==> src/rtl/data_mem_arbiter_if.sv <==
// Requester bus for the data-memory arbiter: port 0 is the CPU MEM stage, port 1 is DMA/debug.
// The master modport is the requester side; the slave modport is the arbiter side.
interface data_mem_arbiter_if #(
   parameter int unsigned ADDR_W = 10,
   parameter int unsigned DATA_W = 32
);
   logic              req0;
   logic              we0;
   logic              lock0;
   logic [ADDR_W-1:0] addr0;
   logic [DATA_W-1:0] wdata0;
   logic              ack0;
   logic [DATA_W-1:0] rdata0;

   logic              req1;
   logic              we1;
   logic              lock1;
   logic [ADDR_W-1:0] addr1;
   logic [DATA_W-1:0] wdata1;
   logic              ack1;
   logic [DATA_W-1:0] rdata1;

   modport master (
      output req0, we0, lock0, addr0, wdata0,
      input  ack0, rdata0,
      output req1, we1, lock1, addr1, wdata1,
      input  ack1, rdata1
   );

   modport slave (
      input  req0, we0, lock0, addr0, wdata0,
      output ack0, rdata0,
      input  req1, we1, lock1, addr1, wdata1,
      output ack1, rdata1
   );
endinterface

==> src/rtl/data_mem_arbiter.sv <==
// Round-robin two-port sequencer in front of the single-port data memory.
// Each transaction takes IDLE -> ACCESS -> RESP; a locking owner may keep up to BURST_MAX grants.
module data_mem_arbiter #(
   parameter int unsigned ADDR_W    = 10,
   parameter int unsigned DATA_W    = 32,
   parameter int unsigned BURST_MAX = 4
) (
   input  logic              clk,
   input  logic              reset,
   data_mem_arbiter_if.slave bus,
   output logic              mem_load,
   output logic              mem_store,
   output logic [ADDR_W-1:0] mem_addr,
   output logic [DATA_W-1:0] mem_wdata,
   input  logic [DATA_W-1:0] mem_rdata,
   output logic              busy,
   output logic              grant_id
);
   localparam int unsigned CNT_W = $clog2(BURST_MAX + 1);

   typedef enum logic [1:0] {
      S_IDLE   = 2'd0,
      S_ACCESS = 2'd1,
      S_RESP   = 2'd2
   } state_t;

   state_t            state;
   state_t            state_nxt;
   logic              any_req;
   logic              own_req;
   logic              oth_req;
   logic              win;
   logic              lat_we;
   logic              lat_lock;
   logic [ADDR_W-1:0] lat_addr;
   logic [DATA_W-1:0] lat_wdata;
   logic              last_grant;
   logic              owner_lock;
   logic [CNT_W-1:0]  burst_cnt;
   logic [DATA_W-1:0] rdata0_q;
   logic [DATA_W-1:0] rdata1_q;
   logic              ack0_c;
   logic              ack1_c;

   assign any_req = bus.req0 | bus.req1;

   always_ff @(posedge clk) begin
      if (reset) state <= S_IDLE;
      else       state <= state_nxt;
   end

   always_comb begin
      state_nxt = state;
      unique case (state)
         S_IDLE:   if (any_req) state_nxt = S_ACCESS;
         S_ACCESS: state_nxt = S_RESP;
         S_RESP:   state_nxt = S_IDLE;
         default:  state_nxt = S_IDLE;
      endcase
   end

   // Lock keeps the last owner while its burst budget lasts or nobody else is asking.
   always_comb begin
      own_req = last_grant ? bus.req1 : bus.req0;
      oth_req = last_grant ? bus.req0 : bus.req1;
      win     = ~bus.req0;
      if (owner_lock && own_req && ((burst_cnt < CNT_W'(BURST_MAX)) || !oth_req))
         win = last_grant;
      else if (bus.req0 && bus.req1)
         win = ~last_grant;
   end

   // Memory strobes and acks come from the state register only.
   always_comb begin
      mem_load  = 1'b0;
      mem_store = 1'b0;
      ack0_c    = 1'b0;
      ack1_c    = 1'b0;
      busy      = (state != S_IDLE);
      unique case (state)
         S_ACCESS: begin
            mem_store = lat_we;
            mem_load  = ~lat_we;
         end
         S_RESP: begin
            ack0_c = ~grant_id;
            ack1_c = grant_id;
         end
         default: ;
      endcase
   end

   always_ff @(posedge clk) begin
      if (reset) begin
         grant_id   <= 1'b0;
         last_grant <= 1'b1;
         owner_lock <= 1'b0;
         burst_cnt  <= '0;
         lat_we     <= 1'b0;
         lat_lock   <= 1'b0;
         lat_addr   <= '0;
         lat_wdata  <= '0;
         rdata0_q   <= '0;
         rdata1_q   <= '0;
      end else begin
         unique case (state)
            S_IDLE: if (any_req) begin
               grant_id  <= win;
               lat_we    <= win ? bus.we1    : bus.we0;
               lat_lock  <= win ? bus.lock1  : bus.lock0;
               lat_addr  <= win ? bus.addr1  : bus.addr0;
               lat_wdata <= win ? bus.wdata1 : bus.wdata0;
               if ((win == last_grant) && owner_lock) begin
                  if (burst_cnt < CNT_W'(BURST_MAX)) burst_cnt <= burst_cnt + CNT_W'(1);
               end else begin
                  burst_cnt <= CNT_W'(1);
               end
            end
            S_ACCESS: if (!lat_we) begin
               if (grant_id) rdata1_q <= mem_rdata;
               else          rdata0_q <= mem_rdata;
            end
            S_RESP: begin
               last_grant <= grant_id;
               owner_lock <= lat_lock;
               if (!lat_lock) burst_cnt <= '0;
            end
            default: ;
         endcase
      end
   end

   assign mem_addr   = lat_addr;
   assign mem_wdata  = lat_wdata;
   assign bus.ack0   = ack0_c;
   assign bus.ack1   = ack1_c;
   assign bus.rdata0 = rdata0_q;
   assign bus.rdata1 = rdata1_q;
endmodule
==> src/flat_wrapper.sv <==
// flat-port wrapper written by rule: the top's interface ports become plain ports
module data_mem_arbiter_flat 
#(
   parameter int unsigned ADDR_W    = 10,
   parameter int unsigned DATA_W    = 32,
   parameter int unsigned BURST_MAX = 4
)
  (clk, reset, mem_load, mem_store, mem_addr, mem_wdata, mem_rdata, busy, grant_id, bus_req0, bus_we0, bus_lock0, bus_addr0, bus_wdata0, bus_ack0, bus_rdata0, bus_req1, bus_we1, bus_lock1, bus_addr1, bus_wdata1, bus_ack1, bus_rdata1);
  data_mem_arbiter_if #(.ADDR_W(ADDR_W), .DATA_W(DATA_W)) bus_i ();
  input  logic clk;
  input  logic reset;
  output logic mem_load;
  output logic mem_store;
  output logic [ADDR_W-1:0] mem_addr;
  output logic [DATA_W-1:0] mem_wdata;
  input  logic [DATA_W-1:0] mem_rdata;
  output logic busy;
  output logic grant_id;
  input wire logic [$bits(bus_i.req0)-1:0] bus_req0;
  input wire logic [$bits(bus_i.we0)-1:0] bus_we0;
  input wire logic [$bits(bus_i.lock0)-1:0] bus_lock0;
  input wire logic [$bits(bus_i.addr0)-1:0] bus_addr0;
  input wire logic [$bits(bus_i.wdata0)-1:0] bus_wdata0;
  output wire logic [$bits(bus_i.ack0)-1:0] bus_ack0;
  output wire logic [$bits(bus_i.rdata0)-1:0] bus_rdata0;
  input wire logic [$bits(bus_i.req1)-1:0] bus_req1;
  input wire logic [$bits(bus_i.we1)-1:0] bus_we1;
  input wire logic [$bits(bus_i.lock1)-1:0] bus_lock1;
  input wire logic [$bits(bus_i.addr1)-1:0] bus_addr1;
  input wire logic [$bits(bus_i.wdata1)-1:0] bus_wdata1;
  output wire logic [$bits(bus_i.ack1)-1:0] bus_ack1;
  output wire logic [$bits(bus_i.rdata1)-1:0] bus_rdata1;
  assign bus_i.req0 = bus_req0;
  assign bus_i.we0 = bus_we0;
  assign bus_i.lock0 = bus_lock0;
  assign bus_i.addr0 = bus_addr0;
  assign bus_i.wdata0 = bus_wdata0;
  assign bus_ack0 = bus_i.ack0;
  assign bus_rdata0 = bus_i.rdata0;
  assign bus_i.req1 = bus_req1;
  assign bus_i.we1 = bus_we1;
  assign bus_i.lock1 = bus_lock1;
  assign bus_i.addr1 = bus_addr1;
  assign bus_i.wdata1 = bus_wdata1;
  assign bus_ack1 = bus_i.ack1;
  assign bus_rdata1 = bus_i.rdata1;
  data_mem_arbiter #(.ADDR_W(ADDR_W), .DATA_W(DATA_W), .BURST_MAX(BURST_MAX)) u_core (.clk(clk), .reset(reset), .bus(bus_i), .mem_load(mem_load), .mem_store(mem_store), .mem_addr(mem_addr), .mem_wdata(mem_wdata), .mem_rdata(mem_rdata), .busy(busy), .grant_id(grant_id));
endmodule
==> config.mk <==
export PLATFORM = sky130hd
export DESIGN_NAME = data_mem_arbiter_flat
export DESIGN_NICKNAME = d
export VERILOG_FILES = /design/src/rtl/data_mem_arbiter_if.sv /design/src/rtl/data_mem_arbiter.sv /design/src/flat_wrapper.sv
export SDC_FILE = /design/constraint.sdc
export NUM_CORES = 1
export LEC_CHECK = 0
export ABC_AREA = 0
export CAP_MARGIN = 20
export CORE_UTILIZATION = 35
export CTS_BUF_LIST = sky130_fd_sc_hd__clkbuf_8
export DETAILED_ROUTE_END_ITERATION = 7
export PLACE_DENSITY_LB_ADDON = 0.12
export SYNTH_ARGS = -nofsm -noshare
export SYNTH_HDL_FRONTEND = slang
export SYNTH_SLANG_ARGS = --single-unit
export TNS_END_PERCENT = 1
==> constraint.sdc <==
create_clock -name clk -period 1.42 [get_ports clk]
set_input_delay 0.284 -clock clk [delete_from_list [all_inputs] [get_ports clk]]
set_output_delay 0.284 -clock clk [all_outputs]
set_load 0.1 [all_outputs]
**Yosys cells after proc, flatten, opt, wreduce, memory -nomap -nowiden**

Cells that the tools add are included.

- Bits in registers: 116
- Latch bits: 0
- RAM bits: 0
- Bits in read-only memories: 0
- Output and inout bits: 112
- Word-level logic and storage cells: 56
- Memories kept: 0

- $add $sub $neg: 1
- Multiply operators: 0
- Divide/modulo/power cells: 0
- Order comparisons: 1
- Equality and inequality tests: 6
- Shifts and indexed selects: 0
- Mux-type cells: 19
- Bitwise operators: 5
- Reduce and logical (&&, ||, !) cells: 13

Operators with widths:

| cell | count |
|---|---|
| $mux 32 | 1 |
| $mux 3 | 4 |
| $mux 1 | 10 |
| $mux 10 | 1 |
| $pmux 3 s2 | 1 |
| $reduce_and 3->1 | 2 |
| $logic_and 1x1->1 | 4 |
| $not 1->1 | 4 |
| $pmux 2 s2 | 1 |
| $reduce_and 4->1 | 1 |
| $reduce_bool 2->1 | 2 |
| $add 3x1->3 const B | 1 |
| $lt 3x3->1 const B | 1 |
| $ne 3x2->1 const B | 1 |
| $eq 2x1->1 const B | 1 |
| $eq 2x2->1 const B | 1 |
| $logic_not 2->1 | 1 |
| $mux 2 | 1 |
| $ne 2x1->1 const B | 1 |
| $ne 2x2->1 const B | 1 |
| $reduce_and 2->1 | 1 |
| $eq 1x1->1 | 1 |
| $logic_not 1->1 | 1 |
| $logic_or 1x1->1 | 1 |
| $or 1x1->1 | 1 |

**Logic depth before layout (Yosys ltp)**

Gate-level depths: netlist of run 1.

- Depth in word-level cells: 10
- Gate-level depth with buffers: 7
- Depth with buffers taken out: 4

**Least setup slack after synthesis of run 1**

Ideal clock, no wire load.

- Kind: flip-flop to flip-flop
- Start: register u_core.state[0]
- End: register u_core.rdata1_q[15] (netlist: u_core.bus.rdata1[15])
- Library setup time: 0.132 ns
- Arrival: 2.386 ns
- Required time: 1.288 ns
- Path slack: -1.098 ns
- Stages on the path, launching flop included: 6
- Buffers on the path: 1
- Path through: dfxtp_1 > nor3b_2 > nand2_1 > clkbuf_1 > nand2_1 > a21oi_1

- Word-level cells in the longest chain between the ends: 2

RTL lines:

| item | RTL line | source |
|---|---|---|
| start, declared | data_mem_arbiter.sv:27 | `state_t state;` |
| start signal, assigned | data_mem_arbiter.sv:49 | `else state <= state_nxt;` |
| $eq 2x1->1 | data_mem_arbiter.sv:106 | `unique case (state)` |
| $reduce_and 3->1 (no line) | -- |  |
| end signal, assigned | data_mem_arbiter.sv:120 | `if (grant_id) rdata1_q <= mem_rdata;` |
| end, declared | data_mem_arbiter.sv:41 | `logic [DATA_W-1:0] rdata1_q;` |

Every way passes these cells.
A chain may end at the register's enable or synchronous reset.

**Worst setup path after layout of run 1**

- Start: register u_core.state[0]
- End: output mem_load

- Word-level cells in the longest chain between the ends: 2

RTL lines:

| item | RTL line | source |
|---|---|---|
| $eq 2x1->1 | data_mem_arbiter.sv:80 | `unique case (state)` |
| $mux 1 | data_mem_arbiter.sv:80 |  |
| end, declared | flat_wrapper.sv:12 | `output logic mem_load;` |

Every way passes these cells.

==> run metrics, run 1 <==
status=finished, violations left; failing checks=setup timing; reg2reg end=u_core.mem_addr[4]$_SDFFE_PP0P_; skew final=9.53 ps; YS warnings=0; pre-CTS setup slack=-509 ps; M2 GR Usage=41.4%; final hold vios=0; die height=117 um; combinational family with the most area after synthesis=simple AND/OR/NAND/NOR gates; met1 Usage GRT=about a quarter; DP Cell Count=slightly below 1000; post-route antenna net violation count=0; sequential area share after synthesis=50.3%; IO buf count=between 200 and 250; CTS root buf=clkbuf_8; post-detail-place hpwl=about 11000 um; Critical Path Source=u_core.state[0]$_SDFFE_PP0P_; placer congestion estimate=between 0.8 and 0.9; hold depth=2; final worst-path cycle share=118%; Net Count, Synth=711; vias per cell=just over 5; Top Usage Layer GRT=met2; Seq cells post-synth=~120; min Tclk post-route=1670 ps; RSZ-0062 raised after global routing=true; post-synthesis mux area share=0.217%; placed cell area=8430 um^2; synth top area cells=dfxtp_1 50%, nand2_1 11%, nor3_1 9.7%; Synth Area in Compound Gates=roughly a tenth; Power Dens Cells=roughly 1200 nW/um^2; CTS tree=done; RR Startpoint=u_core.state[1]$_SDFFE_PP0P_; grt total ovfl=0; fin worst setup slack=-251 ps; I/O Pins=around 240; Post-Synth XOR/XNOR Area=0%; Starting Density=36.3%; Worst Path Max Fanout=5; Final Slew Violations=0; die area=between 10000 and 15000 um^2; CP arrival=roughly 1400 ps; Die W=roughly 120 um; Post-synth EDFFs=0; reg2reg setup slack=-90 ps; row cnt=~40; Routed Wire Length=between 15000 and 20000 um; Global Route Usage Sum=23.4%; Req. time, crit path=between 1000 and 1500 ps; Wirelength per Cell=15.6 um; DR vias=slightly above 5000; post-synthesis adder-cell area fraction=less than 1%; fillers=approximately 1000; nets@finish=946; max-cap viol count=0; core footprint=roughly 13000 um^2; clock sink count=roughly 120; DR DRC count=0; area leader, netlist=dfxtp_1; Mapped Cells=586; Clock Tree Buf Depth=2; cts bufs inserted=17; Syn-to-layout area delta=95.7%; simple-gate share of the synthesized area=roughly a third; Max-slew headroom=64.0%; post-route cell area=~9000 um^2; HP Start=reset; share of post-route cells with drive strength above 1=between 20% and 30%; H-tree levels=4; Max IR drop VDD=0.000631 V; final std cells w/o fill=about 1000; largest net degree at the start of global routing=47; CTS clk-pin slew, worst paths=about 60 ps; synth unique cells=35; mapped cell area=~4600 um^2; worst setup path category=flop to output pin; worst skew pair latency=430 ps; initial DRC count=~220; Hold Buf Count CTS=0; CP startpoint kind=flop; Fmax=approximately 0.6 GHz; most frequent cell after synthesis=nand2_1; DRT Pass-1 Iters=4; number of global-route vias before repair=around 5200; cell count of the worst reg-to-reg path=5; Hold Path Class=primary input to flop; Final setup viols=just under 70; share of the synthesized area in the top cell type=about half; P_leak=~3.3 nW; Async SR Flop Fraction=0%; Setup crit end kind=output pin; Mean Syn Cell Area=~7.9 um^2; initial antenna violation count=0; # diodes=0; most frequent cells after synthesis=135 x nand2_1, 116 x dfxtp_1, 89 x nor3_1; Worst Hold Endpoint=u_core.state[0]$_SDFFE_PP0P_; Synth Flop Type=dfxtp_1; GRT met3 Usage=~9.6%; first-pass GRT wire length=roughly 24000 um; WHS=340 ps; Worst Max-Slew Pin Slew=approximately 540 ps
==> critical path: stages (launching register included) <==
cell	delay [ps]
dfxtp_2	330
buf_6	120
nor3b_4	220
buf_6	130
buf_12	160
==> flip-flops by register name (all words and copies together), names as in the netlist, 2 cells and up <==
| name | cells |
|---|---|
| u_core.bus.rdata1 | 32 |
| u_core.bus.rdata0 | 32 |
| u_core.state | 2 |
| u_core.mem_wdata | 32 |
| u_core.burst_cnt | 3 |
| u_core.mem_addr | 10 |
==> timing repair <==
item / CTS / global route
gates resized for setup: 24 / 27
endpoints found under the setup margin: 55 / 96
setup buffers: 2 / 0
pin swaps: 19 / 8
==> cells in the final DEF, fill, tap and decap left out, types with 2 or more instances in the layout <==
cell type        netlist  layout
clkinvlp_4             0       2
and2_4                 0       2
a21oi_2                0       3
buf_4                  1      15
nor2_1                51      49
inv_1                  3       4
dfxtp_1              116     110
bufinv_16              0       2
nor4_1                44      42
dfxtp_2                0       5
clkbuf_8               0      19
nor2_4                 1       3
a21oi_1               67      64
buf_12                 0     124
nand2b_4               0       3
nor4_2                 0       2
nand3_1                2       2
nand2_1              135     134
clkdlybuf4s50_1        0     121
nand2b_1               5       2
nor3_2                 0      22
clkinv_2               0       5
nor3_1                89      67
buf_6                  9       5
==> cell type report <==
class | count | area, um^2 | share of cell area, %
inverter | 3 | 11.3 | 0.125
sequential | 116 | 2330 | 25.8
multi-input combinational | 417 | 2230 | 24.7
clock inverter | 11 | 113 | 1.25
tap | 172 | 215 | 2.38
clock buffer | 19 | 262 | 2.90
timing repair buffer | 266 | 3870 | 42.9
==> cells by family (layout without fill, tap and decap cells) <==
logic type,Yosys count,count (layout)
compound gates,78,78
flops,116,116
fa+ha+maj,1,1
simple gates,337,337
mux,1,1
buf+inv,53,299
==> worst max-delay path by stage <==
stage                                              end  slack (ps)
detailed placement   u_core.mem_wdata[12]$_SDFFE_PP0P_        -510
CTS                                           mem_load        -290
finish                                        mem_load        -250
global route                                  mem_load        -350
global placement          u_core.lat_lock$_SDFFE_PP0P_        -460
floorplan           u_core.bus.rdata0[11]$_SDFFE_PP0P_        -630
==> metrics by stage <==
stage / total power, W / setup TNS (ps) / utilization [%]
2_1_floorplan: 0.00611 / -50490 / -
3_3_place_gp: 0.00774 / -20340 / 66.2
3_5_place_dp: 0.00781 / -22920 / 66.2
4_1_cts: 0.0108 / -2760 / 70.0
5_1_grt: 0.0111 / -10570 / 71.0
6_report: 0.0107 / -2800 / 71.0
==> power by group <==
group	leakage (nW)	switching [W]	internal [W]	total, W
Combinational	2.19	0.00250	0.00156	0.00406
Clock	0.194	0.00129	0.00161	0.00290
Sequential	0.952	0.000262	0.00350	0.00376
==> layer usage <==
layer / part of all wire [%] / vias up
met3: 8.2 / 21
met2: 52 / 172
met5: 0 / -
met1: 38 / 2436
li1: - / 2475
met4: 1.7 / 0
No activity file was read; power rests on OpenSTA's default activity.
==> run 2, diff against run 1 <==
Settings changed: RECOVER_POWER set to 50.
==> run 2 against run 1 <==
  * The flow still finishes with violations (setup timing)
  * Clock power is essentially flat
  * Worst setup slack lost 3.0 ps
  * Die area unchanged
  * First-iteration DRC count is 5.6% higher
  * Power shrank 2.1%
  * Critical path depth unchanged
  * Hold slack better by 1.3 ps
  * Combinational power shrank 5%
  * Clock skew hardly changed
  * Cell area shrank 5.7%
  * Sequential share of layout area up 1.5 points
  * Highest routed layer unchanged
==> run metrics, run 2 (synthesis results as in run 1) <==
status=finished, violations left (unchanged); failing checks=setup timing (unchanged); nets@finish=946 (unchanged); Starting Density=36.3% (unchanged); Hold Path Class=primary input to flop (unchanged); setup TNS=-2970 ps (was -2800 ps); pre-CTS setup slack=-509 ps (unchanged); skew final=9.34 ps (was 9.53 ps); grt total ovfl=0 (unchanged); reg2reg end=u_core.mem_wdata[0]$_SDFFE_PP0P_ (was u_core.mem_addr[4]$_SDFFE_PP0P_); I/O Pins=236 (unchanged); IO buf count=235 (unchanged); Worst Path Max Fanout=4 (was 5); P_leak=3.21 nW (was 3.34 nW); CTS root buf=clkbuf_8 (unchanged); RSZ-0062 raised after global routing=true (unchanged); fillers=1085 (was 1001); slowest stage delay, CP=350 ps (was 330 ps); met1 Usage GRT=24.8% (unchanged); CP arrival=1390 ps (about the same); final hold vios=0 (unchanged); Critical Path Source=u_core.state[1]$_SDFFE_PP0P_ (was u_core.state[0]$_SDFFE_PP0P_); initial DRC count=228 (was 216); CP Capture Point=bus_ack1 (was mem_load); Global Route Usage Sum=23.4% (unchanged); Max IR drop VDD=0.000624 V (was 0.000631 V); die height=117 um (unchanged); DRT Pass-1 Iters=4 (unchanged); row cnt=41 (unchanged); Final setup viols=67 (was 68); die area=13600 um^2 (unchanged); GRT met3 Usage=9.63% (unchanged); CTS clk-pin slew, worst paths=70 ps (was 60 ps); clock sink count=116 (unchanged); most common cell after layout, fill and taps aside=nand2_1 (unchanged); Routed Wire Length=15700 um (about the same); first-pass GRT wire length=24400 um (unchanged); Wirelength per Cell=15.7 um (was 15.6 um); Fmax=0.597 GHz (was 0.598 GHz); worst skew pair latency=420 ps (was 430 ps); Final Slew Violations=0 (unchanged); Worst path slowest cell=dfxtp_1 (was dfxtp_2); cell count of the worst reg-to-reg path=5 (unchanged); CP startpoint kind=flop (unchanged); number of global-route vias before repair=5167 (unchanged); final worst-path cycle share=118% (about the same); cts bufs inserted=17 (unchanged); Power Dens Cells=1230 nW/um^2 (was 1190 nW/um^2); largest net degree at the start of global routing=47 (unchanged); Worst Max-Slew Pin Slew=547 ps (was 541 ps); most frequent cells in the layout=134 x nand2_1, 121 x clkdlybuf4s50_1, 111 x dfxtp_1 (was 134 x nand2_1, 124 x buf_12, 121 x clkdlybuf4s50_1); M2 GR Usage=41.4% (unchanged); worst setup path category=flop to output pin (unchanged); crit path cell chain=buf_6 > nor2b_4 > and2_4 > buf_12 (was buf_6 > nor3b_4 > buf_6 > buf_12); min Tclk post-route=1670 ps (about the same); max-cap viol count=0 (unchanged); vias per cell=5.08 (about the same); Req. time, crit path=1140 ps (about the same); # diodes=0 (unchanged); final core occ=66.9% (was 71.0%); Hold Buf Count CTS=0 (unchanged); Max-slew headroom=63.5% (was 64.0%); CTS tree=done (unchanged); reg2reg setup slack=-100 ps (was -90 ps); Die W=117 um (unchanged); placer congestion estimate=0.813 (unchanged); post-route antenna net violation count=0 (unchanged); Setup crit end kind=output pin (unchanged); fin worst setup slack=-254 ps (was -251 ps); Syn-to-layout area delta=84.5% (was 95.7%); H-tree levels=4 (unchanged); share of post-route cells with drive strength above 1=26.8% (was 26.9%); DR DRC count=0 (unchanged); Clock Tree Buf Depth=2 (unchanged); core footprint=12700 um^2 (unchanged); RR Startpoint=u_core.state[1]$_SDFFE_PP0P_ (unchanged); post-detail-place hpwl=11200 um (unchanged); Top Usage Layer GRT=met2 (unchanged); initial antenna violation count=0 (unchanged); DR vias=5105 (was 5104)
## run 2: cell count changes in the layout (fill, tap and decap cells not counted)
| cell | before | now |
|---|---|---|
| dfxtp_2 | 5 | 4 |
| buf_6 | 5 | 49 |
| buf_4 | 15 | 24 |
| buf_12 | 124 | 70 |
| buf_2 | 0 | 1 |
| dfxtp_1 | 110 | 111 |
## run 2: through the flow
stage / instance area (um^2) / hold slack [ps] / total power [W] / cells
4_1_cts: 8910 / 307 / 0.0108 / 1004
3_5_place_dp: 8430 / 461 / 0.00781 / 972
6_report: 8520 / 342 / 0.0105 / 1004
5_1_grt: 8520 / 328 / 0.0109 / 1004
3_3_place_gp: 8430 / 446 / 0.00774 / 972
2_1_floorplan: 4670 / 420 / 0.00611 / 586
## run 2: how the worst min path moves through the flow
stage                                     start                                  to  slack [ps]  cells after the start
3_5_place_dp   u_core.burst_cnt[1]$_SDFFE_PP0P_    u_core.burst_cnt[1]$_SDFFE_PP0P_         460                      2
4_1_cts                                   reset        u_core.state[0]$_SDFFE_PP0P_         310                      2
5_1_grt                                   reset        u_core.state[0]$_SDFFE_PP0P_         330                      2
2_1_floorplan                     mem_rdata[10]  u_core.bus.rdata0[10]$_SDFFE_PP0P_         420                      2
3_3_place_gp   u_core.burst_cnt[1]$_SDFFE_PP0P_    u_core.burst_cnt[1]$_SDFFE_PP0P_         450                      2
6_report                                  reset        u_core.state[0]$_SDFFE_PP0P_         340                      2
## run 2: metal layers
metal	vias up	part of all wire, %
li1	2480	-
met1	2417	38
met2	187	52
met3	21	8.3
met4	0	1.8
met5	-	0
## run 2: worst max-delay path: cells and delay by family, from the launching register on
family,cells,cell delay (ps)
AND/OR/NAND/NOR,2,320
buffers and inverters,2,300
flip-flops,1,350
## run 2: where the power goes
part	internal, W	switching (W)
clock	0.00161	0.00129
combinational	0.00137	0.00250
sequential	0.00350	0.000225
## run 2: timing repair
item,4_1_cts,5_1_grt
endpoints found under the setup margin,55,96
pin swaps,19,8
gates resized for setup,24,27
endpoints found under the hold margin,0,0
buffers inserted,2,0
## run 2: final cells by class
| type | count | area (um^2) | area share, % |
|---|---|---|---|
| well taps | 172 | 215 | 2.53 |
| flip-flops and latches | 116 | 2330 | 27.4 |
| inverters | 3 | 11.3 | 0.132 |
| clock buffers | 19 | 262 | 3.07 |
| clock inverters | 11 | 113 | 1.32 |
| multi-input cells | 417 | 2230 | 26.1 |
| repair buffers | 266 | 3360 | 39.4 |
